--- config.mk ---
export PLATFORM = sky130hd
export DESIGN_NAME = wb_queue
export DESIGN_NICKNAME = d
export VERILOG_FILES = /design/src/rtl/wb_queue.sv
export SDC_FILE = /design/constraint.sdc
export NUM_CORES = 1
export LEC_CHECK = 0
export CORE_UTILIZATION = 40
export DETAILED_ROUTE_END_ITERATION = 10
export PLACE_DENSITY = 0.67
export SETUP_SLACK_MARGIN = 0.02
export SLEW_MARGIN = 20
export SYNTH_ARGS = -nofsm -noshare
export SYNTH_HDL_FRONTEND = slang
export SYNTH_SLANG_ARGS = --single-unit
--- constraint.sdc ---
create_clock -name clk -period 3.2 [get_ports clk]
set_input_delay 0.32 -clock clk [delete_from_list [all_inputs] [get_ports clk]]
set_output_delay 0.32 -clock clk [all_outputs]
set_load 0.005 [all_outputs]
--- src/rtl/wb_queue.sv ---
// wb_queue: writeback queue in front of a register file.
//
// Entries {regsel, data} are queued in arrival order. The head is presented
// on the write port every cycle the queue is non-empty. The register file
// always accepts that write, so the head pops on every such edge.
//
// Optional bypass lookup: define WB_QUEUE_BYPASS_EN to compile it in. In the
// default build hit1/hit2/hit1data/hit2data are tied to 0 and look1sel and
// look2sel are ignored.
//
// Ports:
//   clk, rst                  clock; synchronous active-low reset
//   in_valid/in_ready         producer handshake
//   in_regsel/in_data         entry offered by the producer
//   write/writeregsel/writedata  register file write port (head entry)
//   look1sel/look2sel         bypass lookup indices
//   hit1/hit2, hit1data/hit2data  lookup results (newest matching entry)
//   count                     number of occupied entries
module wb_queue #(
  parameter int DEPTH     = 4,
  parameter int BIT_WIDTH = 16
) (
  input  logic                   clk,
  input  logic                   rst,
  input  logic                   in_valid,
  output logic                   in_ready,
  input  logic [2:0]             in_regsel,
  input  logic [BIT_WIDTH-1:0]   in_data,
  output logic                   write,
  output logic [2:0]             writeregsel,
  output logic [BIT_WIDTH-1:0]   writedata,
  input  logic [2:0]             look1sel,
  input  logic [2:0]             look2sel,
  output logic                   hit1,
  output logic                   hit2,
  output logic [BIT_WIDTH-1:0]   hit1data,
  output logic [BIT_WIDTH-1:0]   hit2data,
  output logic [$clog2(DEPTH):0] count
);

  localparam int PW = $clog2(DEPTH);
  localparam int CW = PW + 1;

  logic [PW-1:0]        head_q, head_d;
  logic [PW-1:0]        tail_q, tail_d;
  logic [CW-1:0]        count_q, count_d;
  logic [2:0]           regsel_mem_q [DEPTH];
  logic [2:0]           regsel_mem_d [DEPTH];
  logic [BIT_WIDTH-1:0] data_mem_q   [DEPTH];
  logic [BIT_WIDTH-1:0] data_mem_d   [DEPTH];

  logic push;
  logic pop;

  // Ready depends only on registered occupancy; no pass-through when full.
  assign in_ready = (count_q < CW'(DEPTH));
  assign push     = in_valid && in_ready;
  assign pop      = (count_q != '0);
  assign write    = pop;
  assign count    = count_q;

  always_comb begin
    head_d     = head_q;
    tail_d     = tail_q;
    count_d    = count_q;
    regsel_mem_d = regsel_mem_q;
    data_mem_d   = data_mem_q;
    if (push) begin
      regsel_mem_d[tail_q] = in_regsel;
      data_mem_d[tail_q]   = in_data;
      tail_d               = tail_q + PW'(1);
    end
    if (pop) begin
      head_d = head_q + PW'(1);
    end
    case ({push, pop})
      2'b10:   count_d = count_q + CW'(1);
      2'b01:   count_d = count_q - CW'(1);
      default: count_d = count_q;
    endcase
  end

  // Storage is not cleared by reset; a reset edge simply drops any push
  // and forgets pending entries by zeroing the pointers and count.
  always_ff @(posedge clk) begin
    if (!rst) begin
      head_q  <= '0;
      tail_q  <= '0;
      count_q <= '0;
    end else begin
      head_q       <= head_d;
      tail_q       <= tail_d;
      count_q      <= count_d;
      regsel_mem_q <= regsel_mem_d;
      data_mem_q   <= data_mem_d;
    end
  end

  always_comb begin
    writeregsel = '0;
    writedata   = '0;
    if (pop) begin
      writeregsel = regsel_mem_q[head_q];
      writedata   = data_mem_q[head_q];
    end
  end

`ifdef WB_QUEUE_BYPASS_EN
  logic [PW-1:0] lk_idx;

  // Walk occupied slots from head toward tail; later matches overwrite
  // earlier ones so the newest matching entry wins. The head is included
  // even though it is being written this cycle; same-cycle in_data is not.
  always_comb begin
    hit1     = 1'b0;
    hit2     = 1'b0;
    hit1data = '0;
    hit2data = '0;
    lk_idx   = head_q;
    for (int i = 0; i < DEPTH; i++) begin
      lk_idx = head_q + PW'(i);
      if (CW'(i) < count_q) begin
        if (regsel_mem_q[lk_idx] == look1sel) begin
          hit1     = 1'b1;
          hit1data = data_mem_q[lk_idx];
        end
        if (regsel_mem_q[lk_idx] == look2sel) begin
          hit2     = 1'b1;
          hit2data = data_mem_q[lk_idx];
        end
      end
    end
  end
`else
  logic unused_look;
  assign unused_look = ^{look1sel, look2sel};
  assign hit1     = 1'b0;
  assign hit2     = 1'b0;
  assign hit1data = '0;
  assign hit2data = '0;
`endif

endmodule

# After elaboration in Yosys (flattened, before gate mapping)
# Cells that the tools add are included.
# Widths: inputs -> output; s select.
[classes] addsub=4 n_eq_ne=2 reduce_logical=5 magnitude_cmp=4 n_mux=15 n_bitwise=2
[ops] cell="$bwmux 64" count=1
[ops] cell="$mux 16" count=4
[ops] cell="$bmux 16 s2" count=1
[ops] cell="$demux 16 s2" count=1
[ops] cell="$bwmux 12" count=1
[ops] cell="$mux 3" count=4
[ops] cell="$bmux 3 s2" count=1
[ops] cell="$demux 3 s2" count=1
[ops] cell="$ge 3x3->1 const B" count=2
[ops] cell="$not 2->3" count=2
[ops] cell="$pmux 3 s2" count=1
[ops] cell="$add 2x1->2 const B" count=2
[ops] cell="$add 3x1->3 const B" count=1
[ops] cell="$lt 3x1->1 const B" count=1
[ops] cell="$lt 3x3->1 const B" count=1
[ops] cell="$reduce_bool 3->1" count=1
[ops] cell="$sub 3x1->3 const B" count=1
[ops] cell="$eq 2x1->1 const B" count=1
[ops] cell="$eq 2x2->1 const B" count=1
[ops] cell="$logic_and 1x1->1" count=2
[ops] cell="$reduce_and 2->1" count=1
[ops] cell="$reduce_bool 2->1" count=1
[totals] out_inout_bits=58 ff_bits=83 wordCells=43 input_bits=28

# Logic depth before layout (Yosys ltp)
# Gate-level depths: netlist of the first run.
[depth] depth_word=6 mapped_depth=9 ltp_nobuf=8

# Worst setup path after synthesis of the first run
# No wires, ideal clock.
[synth_timing] path_type="register to register" startpoint="register count_q[2] (netlist: count[2])" endpoint="register count_q[2] (netlist: count[2])" t_required_ns=3.124 slack_ns=1.172 period_less_slack_ns=2.028 stages_incl_launch_ff=10 arrival_time_ns=1.952 setup_ns=0.076 path_cell_list="dfxtp_1 nor3_1 clkbuf_1 inv_1 ha_1 inv_1 fa_1 xor2_1 or3_1 a21boi_0"
[synth_between] elab_cells_between_ends=9
[synth_rtl] item="start: declaration" line="46" source="logic [CW-1:0] count_q, count_d;"
[synth_rtl] item="start signal: assignment" line="93" source="count_q <= count_d;"
[synth_rtl] item="$reduce_bool 3->1 (*)" line="58" source="assign pop = (count_q != '0);"
[synth_rtl] item="net write" line="29" source="output logic write,"
[synth_rtl] item="$eq 2x1->1 or $eq 2x2->1 (tied branches)" line="76" source="case ({push, pop})"
[synth_rtl] item="$pmux 3 s2 or $reduce_bool 2->1 (tied branches)"
# The timed path passes the listed nets; every way through them passes the cells marked *.
# A chain may end at the register's enable or synchronous reset.

# Worst setup path in the final report of the first run
[layout_timing] startpoint="register head_q[1]" endpoint="output writedata[1]"
[layout_between] elab_chain_cells=5
[layout_rtl] item="start: declaration" line="44" source="logic [PW-1:0] head_q, head_d;"
[layout_rtl] item="start signal: assignment" line="87" source="head_q <= '0;"
[layout_rtl] item="start signal: assignment" line="91" source="head_q <= head_d;"
[layout_rtl] item="$not 2->3 (implied by the code)" line="104" source="writedata = data_mem_q[head_q];"
[layout_rtl] item="$bmux 16 s2" line="104"
[layout_rtl] item="$mux 16 (implied by the code) (2 in series)" line="104"
[layout_rtl] item="$mux 16" line="102" source="if (pop) begin"
[layout_rtl] item="end: declaration" line="31" source="output logic [BIT_WIDTH-1:0] writedata,"
# No other way between the ends. The select of a mux whose other input is x is not followed.

==> flow_summary.yaml, run 1 <==
run_status:
  outcome: "finished, final reports clean"
clock_tree:
  cts_tree: "built"
  clock_latency_ns: 0.34
  path_clk_slew_ns: 0.08
  hold_buffers: 0
  clock_path_buffers: 2
  cts_sinks: 83
  numCtsBuffers: 9
  cts_setup_buffers: 0
  cts_max_level: 3
  cts_root_buf: "clkbuf_8"
  cts_resized: 0
die:
  die_w_um: 96.2
  die_h_um: 96.2
  num_rows: 33
  die_area_um2: 9250
  start_util_pct: 42.3
  core_area_um2: 8380
  design.portCount: 86
critical_path:
  crit_start: "head_q[1]$_SDFFE_PN0N_"
  r2r-start: "count[2]$_SDFFE_PN0P_"
  crit_fanout: 11
  regToRegSetupSlack_ns: 1.10
  crit_type: "flip-flop to output port"
  arrival_ns: 2.17
  critPathLaunchType: "flip-flop"
  end_kind: "output port"
  crit_required_ns: 2.88
layout:
  final_cell_mix: "76 x edfxtp_1, 45 x clkdlybuf4s50_1, 34 x conb_1, 21 x nor2b_1, 19 x mux4_2"
  area_delta_synth_final_pct: 20.7
  final_util_pct: 51.1
  drive_above_1_share_pct: 18.0
  finalNetCount: 295
  mostFrequentLayoutCell: "edfxtp_1"
  antennaDiodeCount: 0
  finalInstanceArea_um2: 4280
routing:
  ant_nets: 0
  wl_um: 5530
  drtPass1Iterations: 4
  drc: 0
  wl_per_cell_um: 14.9
  dr.first_iter.drc_count: 69
  avgViaCountPerCell: 4.62
  vias: 1715
yosys:
  seq_area_frac_synth_pct: 68.3
  synth_seq_cells: 83
  netlist_area_um2: 3550
  synth.avg_cell_area_um2: 17.6
  yosysUniqueCellTypes: 24
  yosys_warnings: 0
  postSynthCellCount: 202
timing:
  rsz0062_at_grt: "no"
  period_needed_ns: 2.49
  period_share_pct: 77.9
  worst_pin_slew_ns: 0.591
  relSlewSlack_pct: 60.5
  max_freq_mhz: 401
  fin_tns_setup_ns: 0
  setup_violations: 0
  hold_violations: 0
  final-max-slew-violation-count: 0
  clock_skew_ns: 0.00713
min_path:
  holdCritPathClass: "flip-flop to flip-flop"
  hp-start: "tail_q[1]$_SDFFE_PN0N_"
global_routing:
  antenna_found_initial: 0
  gr-total-overflow: 0
  grt_use_total_pct: 13.3
  grt_pass1_vias: 1716
  grt_pass1_wl_um: 8600
  grt_max_degree: 21
placed_design:
  place_hpwl_um: 3680
  port_buffers: 45
  post_dp_cell_area_um2: 4060
  gp_congestion: 0.642
pwr:
  power_density_nw_per_um2: 777
  power_leakage_uw: 0.00148
  ir_worst_vdd_uv: 592
job:
  cap_violations: 0
cells by family after synthesis:
group | after synthesis | share of synthesized area [%]
XOR/XNOR | 4 | 0.987
buffers and inverters | 50 | 9.38
AND/OR/NAND/NOR | 34 | 5.89
multiplexers | 20 | 12.3
adder cells (fa/ha/maj) | 6 | 2.33
flip-flops | 83 | 68.3
AO/OA/AOI/OAI | 4 | 0.705
other | 1 | 0.106
registers in the layout, summed over array words and instances (netlist names):
name / cells
data_mem_q: 64
regsel_mem_q: 12
count: 3
head_q: 2
tail_q: 2
cell type report:
type | instances | area, um^2
Clock buffer | 9 | 124
Clock inverter | 7 | 100
Fill cell | 695 | 4100
Inverter | 8 | 30.0
Multi-Input combinational cell | 102 | 922
Sequential cell | 83 | 2420
Tap cell | 105 | 131
Timing Repair Buffer | 57 | 553
critical path, cell delays in order (launching register included):
cell,delay [ns]
dfxtp_1,0.70
buf_12,0.22
mux4_2,0.31
nor2b_1,0.15
clkdlybuf4s50_1,0.45
cell usage after synthesis:
master	instances	area share, %
nor2b_1	21	3.7
xor2_1	1	0.25
and2_1	4	0.71
buf_4	34	7.2
clkbuf_1	4	0.42
edfxtp_1	76	64
o31ai_1	1	0.21
conb_1	1	0.11
buf_2	2	0.28
and3_1	5	0.88
or3_1	1	0.18
a21boi_0	1	0.21
mux2i_1	1	0.28
nor3_1	1	0.14
nand2_1	1	0.11
dfxtp_1	7	3.9
xnor2_1	3	0.74
fa_1	1	0.56
inv_1	8	0.85
buf_6	2	0.63
nand2b_1	1	0.18
mux4_2	19	12
ha_1	5	1.8
o21ai_0	2	0.28
power by group:
part / total [uW] / leakage [uW] / switching (uW) / internal (uW)
clock network: 820 / 0.000102 / 376 / 444
registers: 1340 / 0.000747 / 67.2 / 1280
logic: 1160 / 0.000630 / 462 / 702
routing by layer:
| layer | wire length (um) | GRT usage (%) | vias to the layer above | share of wire (%) |
|---|---|---|---|---|
| li1 | - | - | 797 | - |
| met1 | 2430 | 16.2 | 847 | 44 |
| met2 | 2710 | 22.3 | 61 | 49 |
| met3 | 270 | 2.61 | 10 | 4.9 |
| met4 | 122 | 7.09 | 0 | 2.2 |
| met5 | 0 | 0 | - | 0 |
metrics by stage:
step           hold slack, ns  std cells  setup WS (ns)  total power (uW)
5_1_grt                 0.605        371          0.599              3520
3_5_place_dp            0.573        355          0.752              2570
3_3_place_gp            0.556        355          0.860              2530
6_report                0.587        371          0.709              3330
4_1_cts                 0.586        371          0.643              3380
2_1_floorplan           0.419        235           1.17              2030
worst paths after layout:
path                                  to  depth (start not counted)
hold reg to reg   tail_q[1]$_SDFFE_PN0N_                          2
setup reg to reg   count[2]$_SDFFE_PN0P_                          8
setup / recovery            writedata[1]                          4
hold / removal    tail_q[1]$_SDFFE_PN0N_                          2
Note: power is estimated with default switching activity, not from simulation.
==> inputs of run 2 (changes only) <==
- PLACE_DENSITY: 0.67 -> 0.69
- clock period: 3.2 -> 2.11 ns (I/O delays scaled with it)
==> run 2 against run 1 <==
Against the previous run: sequential share of layout area shrank 1.2 points; sequential power rose by 51%; cell count is 3.2% higher; largest power group unchanged; combinational power up 59%; utilization is 1.2 points higher; count of clock-buffer cells in the layout stayed put; wire length grew 3.5%; worst hold slack got worse by 0.092 ns; die area unchanged.
==> flow_summary.yaml, run 2 (synthesis gave the netlist of run 1 again) <==
layout:
  mostFrequentLayoutCell: "edfxtp_1"
  finalNetCount: 307
  drive_above_1_share_pct: 23.4
  antennaDiodeCount: 0
  top_register: "data_mem_q"
  area_delta_synth_final_pct: 23.6
  largest_register_ffs: 64
  final_cell_mix: "76 x edfxtp_1, 34 x conb_1, 26 x clkdlybuf4s50_1, 21 x nor2b_1, 19 x mux4_2"
pwr:
  power_density_nw_per_um2: 1180
  power_leakage_uw: 0.00161
  ir_worst_vdd_uv: 853
routing:
  ant_nets: 0
  drc: 0
  vias: 1749
  dr.first_iter.drc_count: 92
  wl_per_cell_um: 14.9
  wl_um: 5720
  drtPass1Iterations: 4
  avgViaCountPerCell: 4.57
placed_design:
  port_buffers: 45
  gp_congestion: 0.688
  dp_slack_ns: -0.00927
  place_hpwl_um: 3640
die:
  design.portCount: 86
  core_area_um2: 8380
  start_util_pct: 42.3
  num_rows: 33
  die_area_um2: 9250
  die_h_um: 96.2
  die_w_um: 96.2
critical_path:
  crit_fanout: 8
  crit_type: "flip-flop to output port"
  r2r_end: "count[2]$_SDFFE_PN0P_"
  slowest_delay_ns: 0.47
  crit_family: "multiplexers"
  arrival_ns: 1.82
  critPathLaunchType: "flip-flop"
  end_kind: "output port"
  crit_buf_inv: 3
  r2r-start: "count[0]$_SDFFE_PN0P_"
  cp_slowest_cell: "mux4_2"
  ff2ff_path_depth: 8
  crit_chain: "buf_16 > buf_4 > mux4_2 > nor2b_1 > clkdlybuf4s15_1"
  regToRegSetupSlack_ns: 0.23
  crit_start: "head_q[0]$_SDFFE_PN0N_"
  crit_required_ns: 1.90
min_path:
  min_path_cells: 1
  holdCritPathClass: "input port to flip-flop"
  hp-start: "in_data[11]"
  min_to: "data_mem_q[27]$_DFFE_PP_"
global_routing:
  grt_pass1_wl_um: 8920
  grt_max_degree: 21
  grt_use_total_pct: 13.9
  gr-total-overflow: 0
  grt_pass1_vias: 1801
  antenna_found_initial: 0
clock_tree:
  cts_sinks: 83
  cts_max_level: 3
  cts_root_buf: "clkbuf_8"
  numCtsBuffers: 9
  cts_tree: "built"
  clock_path_buffers: 2
  clock_latency_ns: 0.35
  hold_buffers: 0
  path_clk_slew_ns: 0.08
timing:
  setup_ws_ns: 0.0835
  rsz0062_at_grt: "no"
  hold_violations: 0
  final-max-slew-violation-count: 0
  fin_tns_setup_ns: 0
  period_share_pct: 96.0
  period_needed_ns: 2.03
  setup_violations: 0
  clock_skew_ns: 0.00527
  max_freq_mhz: 493
job:
  cap_violations: 0
run_status:
  outcome: "finished, final reports clean"
==> run 2: cell count changes in the layout (fill, tap and decap cells not counted), moves of 2 or more <==
cell / change
clkinv_1: +3
dlygate4sd2_1: +9
buf_4: +7
inv_6: -2
dfxtp_1: -2
clkdlybuf4s50_1: -19
clkbuf_2: +6
buf_6: +3
clkinvlp_4: -3
clkdlybuf4s15_1: +4
==> run 2: per-layer routing <==
layer	GRT usage [%]	up-vias	wire length, um	share of wire [%]
met1	16.1	855	2400	42
li1	-	819	-	-
met3	4.58	5	352	6.2
met4	4.85	0	42	0.73
met5	0	-	0	0
met2	24.2	70	2920	51
==> run 2: worst max-delay path by stage <==
stage                                  endpoint  cells past startpoint  slack, ns
after CTS                         writedata[11]                      5      -0.04
after floorplan           count[2]$_SDFFE_PN0P_                      9       0.08
final                              writedata[5]                      5       0.08
after global placement    count[2]$_SDFFE_PN0P_                      9       0.06
after global routing              writedata[10]                      5       0.02
after detailed placement  count[2]$_SDFFE_PN0P_                      9     -0.009
==> run 2: area by class of cell <==
| type | count | area, um^2 |
|---|---|---|
| multi-input combinational | 102 | 922 |
| fill | 664 | 4000 |
| timing repair buffer | 69 | 646 |
| clock buffer | 9 | 124 |
| inverter | 8 | 30.0 |
| tap | 105 | 131 |
| clock inverter | 7 | 106 |
| sequential | 83 | 2430 |
==> run 2: where the power goes <==
part	total [uW]	switching (uW)	internal, uW
combinational	1840	756	1090
clock	1300	531	772
sequential	2030	88.6	1940
==> run 2: stage by stage <==
| stage | hold slack, ns | cells | utilization, % | power (uW) | instance area [um^2] |
|---|---|---|---|---|---|
| after floorplan | 0.310 | 235 | - | 3080 | 3670 |
| after global placement | 0.554 | 356 | 48.7 | 3870 | 4080 |
| after detailed placement | 0.560 | 356 | 48.7 | 3910 | 4080 |
| after CTS | 0.476 | 381 | 52.5 | 5260 | 4400 |
| after global routing | 0.496 | 383 | 52.3 | 5480 | 4390 |
| final | 0.495 | 383 | 52.3 | 5180 | 4390 |
==> run 2: repair_timing <==
item | CTS | global route
endpoints found under the setup margin | 19 | 7
endpoints found under the hold margin | 0 | 0
cloned | 1 | 0
buffers inserted | 8 | 2
resized for setup | 32 | 10
